**config.mk**
```make
export PLATFORM = sky130hd
export DESIGN_NAME = bus_burst_reader
export DESIGN_NICKNAME = d
export VERILOG_FILES = /design/src/rtl/bus_burst_reader_pkg.sv /design/src/rtl/bus_burst_reader_fifo.sv /design/src/rtl/bus_burst_reader.sv
export SDC_FILE = /design/constraint.sdc
export NUM_CORES = 1
export LEC_CHECK = 0
export ABC_CLOCK_PERIOD_IN_PS = 4770
export CAP_MARGIN = 20
export CORE_ASPECT_RATIO = 1.25
export CORE_UTILIZATION = 54
export CTS_BUF_LIST = sky130_fd_sc_hd__clkbuf_4 sky130_fd_sc_hd__clkbuf_8 sky130_fd_sc_hd__clkbuf_16
export CTS_CLUSTER_SIZE = 16
export DETAILED_ROUTE_END_ITERATION = 8
export GPL_ROUTABILITY_DRIVEN = 0
export PLACE_DENSITY = 0.83
export SYNTH_ARGS = -nofsm -noshare
export SYNTH_HDL_FRONTEND = slang
export SYNTH_HIERARCHICAL = 1
export SYNTH_SLANG_ARGS = --single-unit
export TNS_END_PERCENT = 1
```
**constraint.sdc**
```tcl
create_clock -name clock -period 4.77 [get_ports clock]
set_clock_uncertainty 0.1 [all_clocks]
set_input_delay 0.477 -clock clock [delete_from_list [all_inputs] [get_ports clock]]
set_output_delay 0.477 -clock clock [all_outputs]
set_load 0.05 [all_outputs]
```
**src/rtl/bus_burst_reader_pkg.sv**
```systemverilog
// bus_burst_reader_pkg: FSM state type, bus constants and burst-length helper
// shared by bus_burst_reader and its FIFO.
package bus_burst_reader_pkg;

    typedef enum logic [2:0] {
        S_IDLE,
        S_REQUEST,
        S_BEGIN,
        S_DATA,
        S_ABORT,
        S_DONE
    } state_t;

    localparam logic [3:0] BYTE_EN_ALL  = 4'hF;
    localparam int         BURST_SIZE_W = 8;
    localparam int         WORD_BYTES   = 4;

    function automatic logic [8:0] burst_len(input logic [15:0] remaining, input int max_burst);
        return (32'(remaining) > 32'(max_burst)) ? 9'(max_burst) : remaining[8:0];
    endfunction

endpackage

```
**src/rtl/bus_burst_reader_fifo.sv**
```systemverilog
// bus_burst_reader_fifo: synchronous FIFO with occupancy and free-slot counts;
// the head word reads as zero while empty.
module bus_burst_reader_fifo
    import bus_burst_reader_pkg::*;
#(
    parameter int DEPTH = 16,
    parameter int AW    = $clog2(DEPTH)
) (
    input  logic          clock,
    input  logic          reset,
    input  logic          i_push,
    input  logic [31:0]   i_data,
    input  logic          i_pop,
    output logic [31:0]   o_data,
    output logic [AW:0]   o_count,
    output logic [AW:0]   o_free
);

    localparam logic [AW:0] FULL = DEPTH[AW:0];

    logic [31:0]   r_mem [DEPTH];
    logic [AW-1:0] r_wr;
    logic [AW-1:0] r_rd;
    logic [AW:0]   r_count;
    logic          w_push;
    logic          w_pop;

    assign w_pop   = i_pop && (r_count != '0);
    assign w_push  = i_push && ((r_count != FULL) || w_pop);
    assign o_data  = (r_count != '0) ? r_mem[r_rd] : '0;
    assign o_count = r_count;
    assign o_free  = FULL - r_count;

    always_ff @(posedge clock) begin
        if (reset) begin
            r_wr    <= '0;
            r_rd    <= '0;
            r_count <= '0;
        end else begin
            r_wr    <= w_push ? r_wr + 1'b1 : r_wr;
            r_rd    <= w_pop ? r_rd + 1'b1 : r_rd;
            r_count <= r_count + (AW+1)'(w_push) - (AW+1)'(w_pop);
        end
    end

    always_ff @(posedge clock) begin
        if (w_push) r_mem[r_wr] <= i_data;
    end

endmodule

```
**src/rtl/bus_burst_reader.sv**
```systemverilog
// bus_burst_reader: burst-read bus master that fills a local FIFO for a valid/pop consumer.
// Define BUS_BURST_READER_TIMEOUT_EN to add a 256-idle-cycle watchdog on the DATA phase.
module bus_burst_reader
    import bus_burst_reader_pkg::*;
#(
    parameter int FIFO_DEPTH = 16,
    parameter int MAX_BURST  = 16
) (
    input  logic                    clock,
    input  logic                    reset,
    input  logic                    startIn,
    input  logic [31:0]             startAddressIn,
    input  logic [15:0]             wordCountIn,
    output logic                    busyOut,
    output logic                    doneOut,
    output logic                    errorOut,
    output logic                    fifoValidOut,
    output logic [31:0]             fifoDataOut,
    input  logic                    fifoPopIn,
    output logic                    requestTransactionOut,
    input  logic                    transactionGrantedIn,
    output logic                    beginTransactionOut,
    output logic                    endTransactionOut,
    output logic                    readNotWriteOut,
    output logic [3:0]              byteEnablesOut,
    output logic [BURST_SIZE_W-1:0] burstSizeOut,
    output logic [31:0]             addressDataOut,
    input  logic [31:0]             addressDataIn,
    input  logic                    dataValidIn,
    input  logic                    endTransactionIn,
    input  logic                    busErrorIn
);

    localparam int CW = $clog2(FIFO_DEPTH) + 1;

    state_t                  r_state;
    state_t                  w_next;
    logic [31:0]             r_addr;
    logic [31:0]             r_bus_addr;
    logic [15:0]             r_remaining;
    logic [8:0]              r_len;
    logic [8:0]              r_rcv;
    logic [8:0]              w_len;
    logic [BURST_SIZE_W-1:0] r_burst;
    logic                    r_begin;
    logic                    r_end;
    logic                    r_error;
    logic [CW-1:0]           w_count;
    logic [CW-1:0]           w_free;
    logic                    w_req;
    logic                    w_push;
    logic                    w_full;
    logic                    w_last;
    logic                    w_accept;
    logic                    w_timeout;

    // A burst is only requested when the FIFO can take all of it, so the slave never stalls.
    assign w_len    = burst_len(r_remaining, MAX_BURST);
    assign w_req    = (r_state == S_REQUEST) && (32'(w_free) >= 32'(w_len));
    assign w_accept = startIn && ((r_state == S_IDLE) || (r_state == S_DONE));
    assign w_push   = (r_state == S_DATA) && dataValidIn && !busErrorIn && (r_rcv < r_len);
    assign w_full   = (r_rcv + 9'(w_push)) == r_len;
    assign w_last   = r_remaining == 16'(r_len);

`ifdef BUS_BURST_READER_TIMEOUT_EN
    logic [7:0] r_wd;

    always_ff @(posedge clock) begin
        if (reset || (r_state != S_DATA) || dataValidIn) r_wd <= '0;
        else r_wd <= r_wd + 8'd1;
    end

    assign w_timeout = (r_state == S_DATA) && (r_wd == 8'hFF) && !dataValidIn && !endTransactionIn;
`else
    assign w_timeout = 1'b0;
`endif

    always_comb begin
        w_next = r_state;
        case (r_state)
            S_IDLE, S_DONE: w_next = w_accept ? ((wordCountIn == 16'd0) ? S_DONE : S_REQUEST) : S_IDLE;
            S_REQUEST:      w_next = (w_req && transactionGrantedIn) ? S_BEGIN : S_REQUEST;
            S_BEGIN:        w_next = S_DATA;
            S_DATA:         w_next = (busErrorIn || w_timeout) ? S_ABORT :
                                     !endTransactionIn ? S_DATA :
                                     (!w_full || w_last) ? S_DONE : S_REQUEST;
            S_ABORT:        w_next = S_DONE;
            default:        w_next = S_IDLE;
        endcase
    end

    always_ff @(posedge clock) begin
        if (reset) begin
            r_state     <= S_IDLE;
            r_addr      <= '0;
            r_bus_addr  <= '0;
            r_remaining <= '0;
            r_len       <= '0;
            r_rcv       <= '0;
            r_burst     <= '0;
            r_begin     <= 1'b0;
            r_end       <= 1'b0;
            r_error     <= 1'b0;
        end else begin
            r_state    <= w_next;
            r_begin    <= w_next == S_BEGIN;
            r_end      <= w_next == S_ABORT;
            r_burst    <= (w_next == S_BEGIN) ? BURST_SIZE_W'(w_len - 9'd1) : '0;
            r_bus_addr <= (w_next == S_BEGIN) ? r_addr : '0;
            if (w_accept) begin
                r_addr      <= startAddressIn & ~32'h3;
                r_remaining <= wordCountIn;
            end else if ((r_state == S_DATA) && (w_next == S_REQUEST)) begin
                r_addr      <= r_addr + 32'(r_len) * WORD_BYTES;
                r_remaining <= r_remaining - 16'(r_len);
            end
            if (w_next == S_BEGIN) begin
                r_len <= w_len;
                r_rcv <= '0;
            end else if (w_push) begin
                r_rcv <= r_rcv + 9'd1;
            end
            // Words beyond the burst length are dropped; a short burst is an error.
            if (w_accept) r_error <= 1'b0;
            else if ((r_state == S_DATA) && ((w_next == S_ABORT) || ((w_next == S_DONE) && !w_full))) r_error <= 1'b1;
        end
    end

    bus_burst_reader_fifo #(
        .DEPTH (FIFO_DEPTH)
    ) u_fifo (
        .clock   (clock),
        .reset   (reset),
        .i_push  (w_push),
        .i_data  (addressDataIn),
        .i_pop   (fifoPopIn),
        .o_data  (fifoDataOut),
        .o_count (w_count),
        .o_free  (w_free)
    );

    assign fifoValidOut          = w_count != '0;
    assign busyOut               = (r_state != S_IDLE) && (r_state != S_DONE);
    assign doneOut               = r_state == S_DONE;
    assign errorOut              = r_error;
    assign requestTransactionOut = w_req;
    assign beginTransactionOut   = r_begin;
    assign endTransactionOut     = r_end;
    assign readNotWriteOut       = r_begin;
    assign byteEnablesOut        = r_begin ? BYTE_EN_ALL : 4'h0;
    assign burstSizeOut          = r_burst;
    assign addressDataOut        = r_bus_addr;

endmodule

```
==> results.ini <==
[worst_setup_path]
critPathMaxFanout=10
worstSetupStartpoint=r_len[8]
crit_end=r_addr[22]
slowest_stage=or4b_2
worstPathRequired_ns=5.20
critPathKind=register to register
critical_path_depth=16
end_kind=register
crit_family=simple AND/OR/NAND/NOR gates
crit_path_cell_trace=inv_1, ha_1, or4b_2, nor3_1, o211a_1, nor2_1, inv_1, ha_1, ha_4, xor2_1, nand4_1, o32ai_2, o2111ai_2, or4_4, or4_1, a311oi_1
critPathLaunchType=register
worst_ep_arrival_time_ns=5.10
critical_path_buf_inv_count=2
r2r-start=r_len[8]
rr_endpoint=r_addr[22]
regToRegSetupSlack_ns=0.11
worstRegToRegCells=16
slowest_delay_ns=0.72

[timing]
tightest_slew_ns=0.960
finalHoldViolations=0
setup-violations-final=0
relSlewSlack=0.358
finalCritPeriodShare=0.977
period_minus_slack_ns=4.66
max_freq_ghz=0.215
slew_viol_final=0
rsz0062_at_grt=true

[final_layout]
mostFrequentLayoutCell=edfxtp_1
fin_cells=2762
drive_above_1_share=0.136
seq_area_mm2=0.0179
final_nets=2201
utilization=0.644
stdcell_area_mm2=0.0318
mostFrequentLayoutCells=edfxtp_1, mux2i_1, clkdlybuf4s50_1
multi_input_area_mm2=0.00839
syn_to_final_growth_pct=17.9
fillCellCount=3323

[logic_synthesis]
syn_area_mm2=0.0269
netlist_instances=1854
synth_edf_count=512
ys_ff_latch=637
avgSynthCellArea_um2=14.5
synth.yosys.seq_area_share=0.664
synth_top_cell_by_area=edfxtp_1
async_flop_share=0
synth_top_area_frac=0.571
synth_cell_types=74
ys.warnings.count=6
synth.area.top_cells=edfxtp_1, dfxtp_1, mux2i_1
ys.flop_type=edfxtp_1

[flow_run]
maxCapViolations=0

[clocking]
cts_tree=built
clock_tree.root_cell=clkbuf_16
clock-sinks=637
cts_buffer_depth=3
cts_hold_buf=0
clock_latency_ns=0.64
cts_buffers=60
path_clk_slew_ns=0.06
htreeDepth=2

[drt]
routed_wl_mm=65.2
detail_route.iter0.violations=1523
firstDrtPassIters=6
drc=0
detail-route-antenna-nets=0
vias_per_cell=6.19
post_drt_wl_per_cell_um=23.6
vias=17100

[floorplan]
core_mm2=0.0493
die_w_um=202
start_util=0.546
die_area_mm2=0.0508
ios=172
rows=91
die_h_um=252

[global_route]
grt_max_degree=58
track_usage=0.253
grt_overflow=0
grt_first_pass_wirelength_mm=97.9
grt_pass1_vias=17200
antenna_found_initial=3

[power]
vdd_ir_drop_max_uv=370
p_leak_nw=10.9
p_per_area_mw_per_mm2=498

[worst_hold_path]
hold_path.class=primary input to register

[placed_design]
dpl_cell_area_mm2=0.0296
port_buffers=167
dpl.hpwl_mm=38.9
placed_cells=2648

[run_status]
outcome=complete, no violations

## worst min-delay path by stage
stage / start / cells after the start / slack, ns / end
global placement: r_addr[28] / 2 / 0.36 / addressDataOut[28]
floorplan: r_addr[28] / 2 / 0.34 / addressDataOut[28]
finish: reset / 2 / 0.20 / r_addr[16]
global route: reset / 2 / 0.18 / r_addr[20]
detailed placement: r_addr[28] / 2 / 0.37 / addressDataOut[28]
CTS: reset / 2 / 0.16 / r_addr[16]
## synthesized netlist by cell type, types with 17 or more instances
cell type / instances
nand2_1: 96
nand3_1: 65
mux2i_1: 198
inv_1: 43
nor2_1: 107
dfxtp_1: 125
buf_6: 19
nor3_1: 23
clkbuf_1: 47
and2_1: 33
xor2_1: 23
o21ai_1: 17
edfxtp_1: 512
mux4_2: 32
a22oi_1: 89
ha_1: 49
a21oi_1: 45
nand2b_1: 25
xnor2_1: 21
o21ai_0: 34
## cells by family (layout without fill, tap and decap cells)
| group | after synthesis | count (layout) | share of synthesized area |
|---|---|---|---|
| DFF | 637 | 637 | 0.664 |
| buffers and inverters | 149 | 403 | 0.0322 |
| other | 1 | 3 | 0.000139 |
| and+or+nand+nor | 436 | 437 | 0.0806 |
| adders and majority gates | 54 | 54 | 0.0257 |
| muxes | 234 | 234 | 0.102 |
| xor gates and xnor gates | 44 | 44 | 0.0143 |
| AOI/OAI and AO/OA | 299 | 299 | 0.0814 |
## through the flow
stage	hold slack [ns]	setup WS [ns]	TNS, ns	total power, mW
2_1_floorplan	0.337	-0.387	-29.92	9.61
3_3_place_gp	0.360	0.0190	0	10.7
3_5_place_dp	0.368	-0.138	-0.808	10.8
4_1_cts	0.159	0.143	0	15.9
5_1_grt	0.178	-0.0101	-0.0101	16.3
6_report	0.198	0.108	0	15.8
## routing by layer
metal / vias to the layer above / track usage / share of wire
met5: - / 0 / 0.00041
met4: 4 / 0.106 / 0.036
met3: 164 / 0.0398 / 0.079
met2: 924 / 0.452 / 0.52
met1: 8471 / 0.305 / 0.37
li1: 7544 / - / -
## power breakdown
part           internal, mW  switching [mW]  leakage [nW]
Combinational          1.71            2.72          4.20
Clock                  2.96            2.06          1.04
Sequential             6.16           0.219          5.62
Total                  10.8            5.00          10.9
## flip-flops by register name, summed over array words and instances, names as in the netlist, 3 cells and up, named ones only
signal,count
addressDataOut,30
u_fifo/r_wr,4
r_rcv,9
u_fifo/r_rd,4
u_fifo/r_mem,512
r_state,3
u_fifo/o_count,5
burstSizeOut,8
r_len,9
r_addr,30
r_remaining,16
## layout make-up
| class | count | area share |
|---|---|---|
| antenna | 1 | 0.0000788 |
| inverter | 43 | 0.00508 |
| clock buffer | 74 | 0.0512 |
| multi-input combinational | 1070 | 0.264 |
| clock inverter | 37 | 0.0146 |
| tap | 651 | 0.0256 |
| sequential | 637 | 0.563 |
| timing repair buffer | 249 | 0.0766 |
## timing repair
action,in CTS,in global routing
pin swaps,0,2
endpoints found under the setup margin,1,7
endpoints found under the hold margin,0,0
buffers inserted,0,0
gates cloned,0,1
gates resized for setup,1,4
Note: power is estimated with default switching activity, not from simulation.
